File: src/rtl/parity_seq_pkg.sv
// Shared definitions for the parity burst sequencer: state encoding,
// default field widths and the expected-count step helper.
package parity_seq_pkg;

  localparam int LEN_W_DEF = 4;
  localparam int GAP_W_DEF = 2;

  typedef enum logic [2:0] {
    ST_IDLE = 3'd0,
    ST_LOAD = 3'd1,
    ST_RUN  = 3'd2,
    ST_GAP  = 3'd3,
    ST_DONE = 3'd4
  } seq_state_e;

  // The downstream counter steps by two and wraps modulo 16.
  function automatic logic [3:0] exp_step(input logic [3:0] v);
    return v + 4'd2;
  endfunction

endpackage

File: src/rtl/seq_gap_timer.sv
// Idle-gap countdown: load with the gap length, tick once per gap cycle,
// expire flags the last gap cycle.
module seq_gap_timer #(
  parameter int GAP_W = 2
) (
  input  logic             clk,
  input  logic             rst,
  input  logic             load,
  input  logic [GAP_W-1:0] load_val,
  input  logic             tick,
  output logic             expire
);

  logic [GAP_W-1:0] count_q, count_d;

  always_comb begin
    count_d = count_q;
    if (load) begin
      count_d = load_val;
    end else if (tick && (count_q != '0)) begin
      count_d = count_q - 1'b1;
    end
  end

  always_ff @(posedge clk) begin
    if (!rst) begin
      count_q <= '0;
    end else begin
      count_q <= count_d;
    end
  end

  assign expire = (count_q == GAP_W'(1));

endmodule

File: src/rtl/parity_burst_sequencer.sv
// Issues a burst of step strobes to an external step-by-2 counter and checks
// the returned count against an internally tracked expected value.
module parity_burst_sequencer
  import parity_seq_pkg::*;
#(
  parameter int LEN_W = LEN_W_DEF,
  parameter int GAP_W = GAP_W_DEF
) (
  input  logic             clk,
  input  logic             rst,
  input  logic             cmd_valid,
  output logic             cmd_ready,
  input  logic             cmd_parity,
  input  logic [LEN_W-1:0] cmd_len,
  input  logic [GAP_W-1:0] cmd_gap,
  input  logic             abort,
  input  logic [3:0]       cnt_in,
  output logic             ctr_rst,
  output logic             ctr_odd_even,
  output logic             ctr_enable,
  output logic             busy,
  output logic             done,
  output logic             aborted,
  output logic             seq_err
);

  seq_state_e       state_q, state_d;
  logic             parity_q, parity_d;
  logic [LEN_W-1:0] len_q, len_d;
  logic [GAP_W-1:0] gap_q, gap_d;
  logic [LEN_W-1:0] step_q, step_d;
  logic [3:0]       exp_q, exp_d;
  logic             seq_err_q, seq_err_d;
  logic             aborted_q, aborted_d;
  logic             gap_load, gap_tick, gap_expire;

  seq_gap_timer #(.GAP_W(GAP_W)) u_gap_timer (
    .clk      (clk),
    .rst      (rst),
    .load     (gap_load),
    .load_val (gap_q),
    .tick     (gap_tick),
    .expire   (gap_expire)
  );

  always_comb begin
    state_d   = state_q;
    parity_d  = parity_q;
    len_d     = len_q;
    gap_d     = gap_q;
    step_d    = step_q;
    exp_d     = exp_q;
    seq_err_d = seq_err_q;
    aborted_d = 1'b0;
    gap_load  = 1'b0;
    gap_tick  = 1'b0;

    // The counter value is only meaningful once LOAD has taken effect.
    if ((state_q == ST_RUN || state_q == ST_GAP || state_q == ST_DONE) && (cnt_in != exp_q)) begin
      seq_err_d = 1'b1;
    end

    case (state_q)
      ST_IDLE: begin
        if (cmd_valid) begin
          parity_d  = cmd_parity;
          len_d     = cmd_len;
          gap_d     = cmd_gap;
          step_d    = '0;
          seq_err_d = 1'b0;
          state_d   = ST_LOAD;
        end
      end
      ST_LOAD: begin
        exp_d = {3'b000, parity_q};
        if (abort) begin
          state_d   = ST_IDLE;
          aborted_d = 1'b1;
        end else if (len_q == '0) begin
          state_d = ST_DONE;
        end else begin
          state_d = ST_RUN;
        end
      end
      ST_RUN: begin
        step_d = step_q + 1'b1;
        exp_d  = exp_step(exp_q);
        // Abort outranks completion of the final step.
        if (abort) begin
          state_d   = ST_IDLE;
          aborted_d = 1'b1;
        end else if (step_d == len_q) begin
          state_d = ST_DONE;
        end else if (gap_q != '0) begin
          state_d  = ST_GAP;
          gap_load = 1'b1;
        end else begin
          state_d = ST_RUN;
        end
      end
      ST_GAP: begin
        gap_tick = 1'b1;
        if (abort) begin
          state_d   = ST_IDLE;
          aborted_d = 1'b1;
        end else if (gap_expire) begin
          state_d = ST_RUN;
        end
      end
      ST_DONE: begin
        state_d = ST_IDLE;
      end
      default: begin
        state_d = ST_IDLE;
      end
    endcase
  end

  always_ff @(posedge clk) begin
    if (!rst) begin
      state_q   <= ST_IDLE;
      parity_q  <= 1'b0;
      len_q     <= '0;
      gap_q     <= '0;
      step_q    <= '0;
      exp_q     <= 4'd0;
      seq_err_q <= 1'b0;
      aborted_q <= 1'b0;
    end else begin
      state_q   <= state_d;
      parity_q  <= parity_d;
      len_q     <= len_d;
      gap_q     <= gap_d;
      step_q    <= step_d;
      exp_q     <= exp_d;
      seq_err_q <= seq_err_d;
      aborted_q <= aborted_d;
    end
  end

  assign cmd_ready    = (state_q == ST_IDLE);
  assign busy         = (state_q != ST_IDLE);
  assign ctr_rst      = (state_q == ST_LOAD);
  assign ctr_enable   = (state_q == ST_RUN);
  assign done         = (state_q == ST_DONE);
  assign ctr_odd_even = parity_q;
  assign aborted      = aborted_q;
  assign seq_err      = seq_err_q;

endmodule
File: config.mk
export PLATFORM = sky130hd
export DESIGN_NAME = parity_burst_sequencer
export DESIGN_NICKNAME = d
export VERILOG_FILES = /design/src/rtl/parity_seq_pkg.sv /design/src/rtl/seq_gap_timer.sv /design/src/rtl/parity_burst_sequencer.sv
export SDC_FILE = /design/constraint.sdc
export NUM_CORES = 1
export LEC_CHECK = 0
export CAP_MARGIN = 25
export CELL_PAD_IN_SITES_DETAIL_PLACEMENT = 1
export CELL_PAD_IN_SITES_GLOBAL_PLACEMENT = 1
export CORE_MARGIN = 4
export CORE_UTILIZATION = 41
export CTS_CLUSTER_DIAMETER = 60
export CTS_CLUSTER_SIZE = 25
export DETAILED_ROUTE_END_ITERATION = 12
export HOLD_SLACK_MARGIN = 0.05
export PLACE_DENSITY_LB_ADDON = 0.1
export SLEW_MARGIN = 20
export SYNTH_ARGS = -nofsm -noshare
export SYNTH_HDL_FRONTEND = slang
export SYNTH_SLANG_ARGS = --single-unit
File: constraint.sdc
create_clock -name clk -period 3.6 [get_ports clk]
set_input_delay 0.72 -clock clk [delete_from_list [all_inputs] [get_ports clk]]
set_output_delay 0.72 -clock clk [all_outputs]
set_load 0.1 [all_outputs]
Yosys cells after proc, flatten, opt, wreduce, memory -nomap -nowiden
Cells that the tools add are included.
{"block": "totals", "reg_bits": 22, "in_bits": 15, "out_inout_bits": 8, "word_cells": 61}
{"block": "classes", "add_sub_neg": 3, "n_eq_ne": 9, "n_mux": 23, "reduce_logical": 17}
{"operator": "$mux 3", "n": 7}
{"operator": "$pmux 4 s2", "n": 2}
{"operator": "$pmux 3 s4", "n": 1}
{"operator": "$mux 1", "n": 10}
{"operator": "$reduce_bool 2->1", "n": 5}
{"operator": "$reduce_and 2->1", "n": 4}
{"operator": "$eq 3x2->1 const B", "n": 2}
{"operator": "$add 4x1->4 const B", "n": 1}
{"operator": "$add 4x2->4 const B", "n": 1}
{"operator": "$eq 4x4->1", "n": 1}
{"operator": "$logic_not 4->1", "n": 1}
{"operator": "$mux 2", "n": 2}
{"operator": "$mux 4", "n": 1}
{"operator": "$ne 4x4->1", "n": 1}
{"operator": "$eq 3x1->1 const B", "n": 1}
{"operator": "$eq 3x3->1 const B", "n": 1}
{"operator": "$logic_not 3->1", "n": 1}
{"operator": "$ne 3x3->1 const B", "n": 1}
{"operator": "$reduce_bool 3->1", "n": 1}
{"operator": "$reduce_or 3->1", "n": 1}
{"operator": "$eq 2x1->1 const B", "n": 1}
{"operator": "$logic_and 1x1->1", "n": 2}
{"operator": "$logic_or 1x1->1", "n": 2}
{"operator": "$ne 2x2->1 const B", "n": 1}
{"operator": "$sub 2x1->2 const B", "n": 1}

Depth between registers and ports, before layout
{"block": "depth", "ltp_word": 7, "ltp_mapped": 6, "mapped_depth_nobuf": 6}

Hierarchy
Synthesis repeated with hierarchy kept, for this count alone.
{"block": "hier_totals", "hier_cells": 135, "area_unflattened_um2": 1136.1}
{"module": "parity_burst_sequencer", "instances": 1, "cells_each": 120, "area_each_um2": 1001.0, "seq_area_each_um2": 400.4}
{"module": "seq_gap_timer", "instances": 1, "cells_each": 15, "area_each_um2": 135.1, "seq_area_each_um2": 40.0}

Least setup slack after synthesis
No wires, ideal clock.
{"block": "synth_timing", "path_type": "reg-to-output", "start": "reg state_q[0]", "end": "out ctr_rst", "t_arrival_ns": 2.068, "t_required_ns": 2.880, "path_slack_ns": 0.812, "stages_incl_launch_ff": 4, "n_path_buf": 1, "path_cell_list": "dfxtp_1 > clkbuf_8 > or2b_1 > nor2_1"}
{"block": "synth_between", "elab_chain_cells": 1}
{"element": "from (decl)", "line_no": "parity_burst_sequencer.sv:27", "source": "seq_state_e state_q, state_d;"}
{"element": "from (signal assigned)", "line_no": "parity_burst_sequencer.sv:130", "source": "state_q <= state_d;"}
{"element": "$eq 3x1->1", "line_no": "parity_burst_sequencer.sv:143", "source": "assign ctr_rst = (state_q == ST_LOAD);"}
{"element": "to (decl)", "line_no": "parity_burst_sequencer.sv:18", "source": "output logic ctr_rst,"}
Every way passes these cells.

Final worst setup path
{"block": "layout_timing", "start": "reg state_q[1]", "end": "out ctr_enable"}
{"block": "layout_between", "elab_chain_cells": 1}
{"element": "$eq 3x2->1", "line_no": "parity_burst_sequencer.sv:144", "source": "assign ctr_enable = (state_q == ST_RUN);"}
{"element": "to (decl)", "line_no": "parity_burst_sequencer.sv:20", "source": "output logic ctr_enable,"}
Every way passes these cells.

==> out/results.txt <==
CP arrival: 1890 ps
Final GP Congestion: 0.765
setup TNS: 0 ps
r2r worst-path depth: 4
worst-skew pair later-pin latency: 310 ps
core area: 0.00283 mm2
WHS Path Cells: 2
HP Class: reg2reg
Synth cell types: 40
root buffer cell: clkbuf_4
Hold EP: ctr_odd_even
FILL cells: 358
first-pass GRT wire length: 5460 um
most frequent cells in the layout: nand2_1 (22), dfxtp_1 (22), clkdlybuf4s50_1 (17)
CP Capture Type: output pin
Cell Int Power: 0.330 mW
initial antenna violation count: 0
Synth Cell Area: 0.00125 mm2
Via density: 5.56
Slew Limit Fails: 0
WL/cell: 16.2 um
die area: 0.00399 mm2
post-synth net total: 162
Register Area: 440 um2
Top FF cell, synth: dfxtp_1
clock skew: 5.01 ps
CTS clk-pin slew, worst paths: 120 ps
Max-slew headroom: 0.353
peak supply drop: 187 uV
post-route ant nets: 0
Switch Pwr: 0.151 mW
Period Utilization, post-route: 0.724
Final Hold Vio Count: 0
CTS resizes: 0
final setup vio count: 0
Final nets: 184
slew at the pin with the worst max-slew slack: 967 ps
max_cap viols: 0
RR Startpoint: state_q[0]
H-tree level count: 1
TritonCTS clock tree: yes
Max clock buf depth: 2
final WL: 3150 um
Ports: 23
setup bufs post-CTS: 0
CTS Sinks: 22
Die Wd: 63.1 um
Area Growth Syn to Fin: 18.6%
via count: 1,079
Setup crit start kind: register
HP Start: ctr_odd_even
crit path time final: 2610 ps
Ys Warns: 0
Sw Ratio: 0.314
# DRC: 0
fmax: 384 MHz
CP Class: reg2out
GR Util All Layers: 0.171
Max FO, Critical Path: 16
area occupied by multi-input gates: 746 um2
Critical R2R Capture: step_q[2]
Combinational Power Share: 0.223
Tot Pwr: 0.481 mW
FP Rows: 19
pwr/cell area: 325 mW/mm2
grt total ovfl: 0
Required @ worst endpoint: 2880 ps
Post-synth EDFFs: 0
Reg2Reg Setup Slack: 1840 ps
cts hold-fix bufs: 0
detailed placement HPWL: 2400 um
clock power share: 0.234
total CTS buffers: 3
Flop pwr share: 0.544
1st-iter DRT viols: 35
vias in the first global route: 1,191
RSZ-0062 raised after global routing: false
outcome: finished, final reports clean
instance count of the mapped netlist: 143
IO Port Bufs: 22
ant diodes: 0
sequential area share after synthesis: 0.353
largest net degree at the start of global routing: 22
Die H: 63.1 um
synthesis-stage register bit count: 22
asr flop ratio synth: 0
Post-Synthesis Mean Instance Area: 8.71 um2
leak pwr: 0.572 nW
first-pass detailed-route iteration total: 4
share of cells above drive strength 1: 0.0798
Initial Utilization: 0.441
## registers in the layout (all words and copies together) (netlist names)
name,count
ctr_odd_even,1
state_q,3
len_q,4
seq_err,1
step_q,4
aborted,1
exp_q,4
gap_q,2
u_gap_timer.count_q,2
## cell type report
cell class / count / area share
Multi-Input combinational cell: 110 / 0.505
Sequential cell: 22 / 0.298
Timing Repair Buffer: 22 / 0.141
Tap cell: 31 / 0.0262
Clock buffer: 3 / 0.0152
Inverter: 6 / 0.0152
## how the worst max path moves through the flow
stage,startpoint,to,depth (start not counted)
6_report,state_q[1],ctr_enable,3
5_1_grt,state_q[1],ctr_enable,3
4_1_cts,state_q[1],ctr_enable,3
3_5_place_dp,rst,u_gap_timer.count_q[1],5
3_3_place_gp,rst,u_gap_timer.count_q[1],5
2_1_floorplan,state_q[0],ctr_rst,3
## Yosys cell counts (2+ instances only)
| master | n | area, um2 |
|---|---|---|
| ha_1 | 4 | 50.1 |
| nand3_1 | 4 | 20.0 |
| nor2_1 | 6 | 22.5 |
| xor2_1 | 5 | 43.8 |
| o22ai_1 | 3 | 18.8 |
| nor3_1 | 2 | 10.0 |
| nor3b_1 | 3 | 22.5 |
| clkbuf_1 | 2 | 7.51 |
| o21ai_0 | 7 | 35.0 |
| inv_1 | 5 | 18.8 |
| nand2b_1 | 2 | 12.5 |
| nand2_1 | 22 | 82.6 |
| xnor2_1 | 6 | 52.6 |
| and2_1 | 5 | 31.3 |
| o211a_1 | 2 | 20.0 |
| a21oi_1 | 6 | 30.0 |
| or3_1 | 3 | 18.8 |
| dfxtp_1 | 22 | 440 |
| nor2b_1 | 3 | 18.8 |
| a21boi_0 | 11 | 82.6 |
## power groups by stage
| stage | Combinational, mW | Sequential [mW] | Clock (mW) |
|---|---|---|---|
| 4_1_cts | 0.108 | 0.261 | 0.116 |
| 6_report | 0.107 | 0.261 | 0.113 |
| 2_1_floorplan | 0.0677 | 0.271 | 0 |
| 5_1_grt | 0.114 | 0.263 | 0.129 |
| 3_5_place_dp | 0.108 | 0.267 | 0 |
| 3_3_place_gp | 0.105 | 0.266 | 0 |
## kinds of logic (layout without fill, tap and decap cells)
family	after synthesis	in the layout	synth area share
xor gates and xnor gates	12	12	0.0954
adders and majority gates	4	4	0.0402
DFF	22	22	0.353
buffers and inverters	11	31	0.0482
and+or+nand+nor	59	59	0.273
AOI/OAI and AO/OA	35	35	0.190
## critical path: stages (launching register included)
cell and delay [ps]:
dfxtp_1 650, or3b_4 480, inv_2 140, buf_4 310
## stage by stage
step | instance area (um2) | instances | setup WS (ps) | util | hold slack (ps)
2_1_floorplan | 1250 | 143 | 812 | - | 463
3_3_place_gp | 1460 | 191 | 1120 | 0.514 | 477
3_5_place_dp | 1460 | 191 | 917 | 0.514 | 490
4_1_cts | 1480 | 194 | 1000 | 0.522 | 506
5_1_grt | 1480 | 194 | 893 | 0.522 | 528
6_report | 1480 | 194 | 993 | 0.522 | 500
## metal layers
metal  GRT usage  vias to the layer above  share of wire
li1            -                      538              -
met1       0.183                      522           0.44
met2       0.325                       17           0.52
met3      0.0337                        2          0.034
met4      0.0689                        0         0.0060
met5           0                        -              0
(Power assumes the default switching activity.)
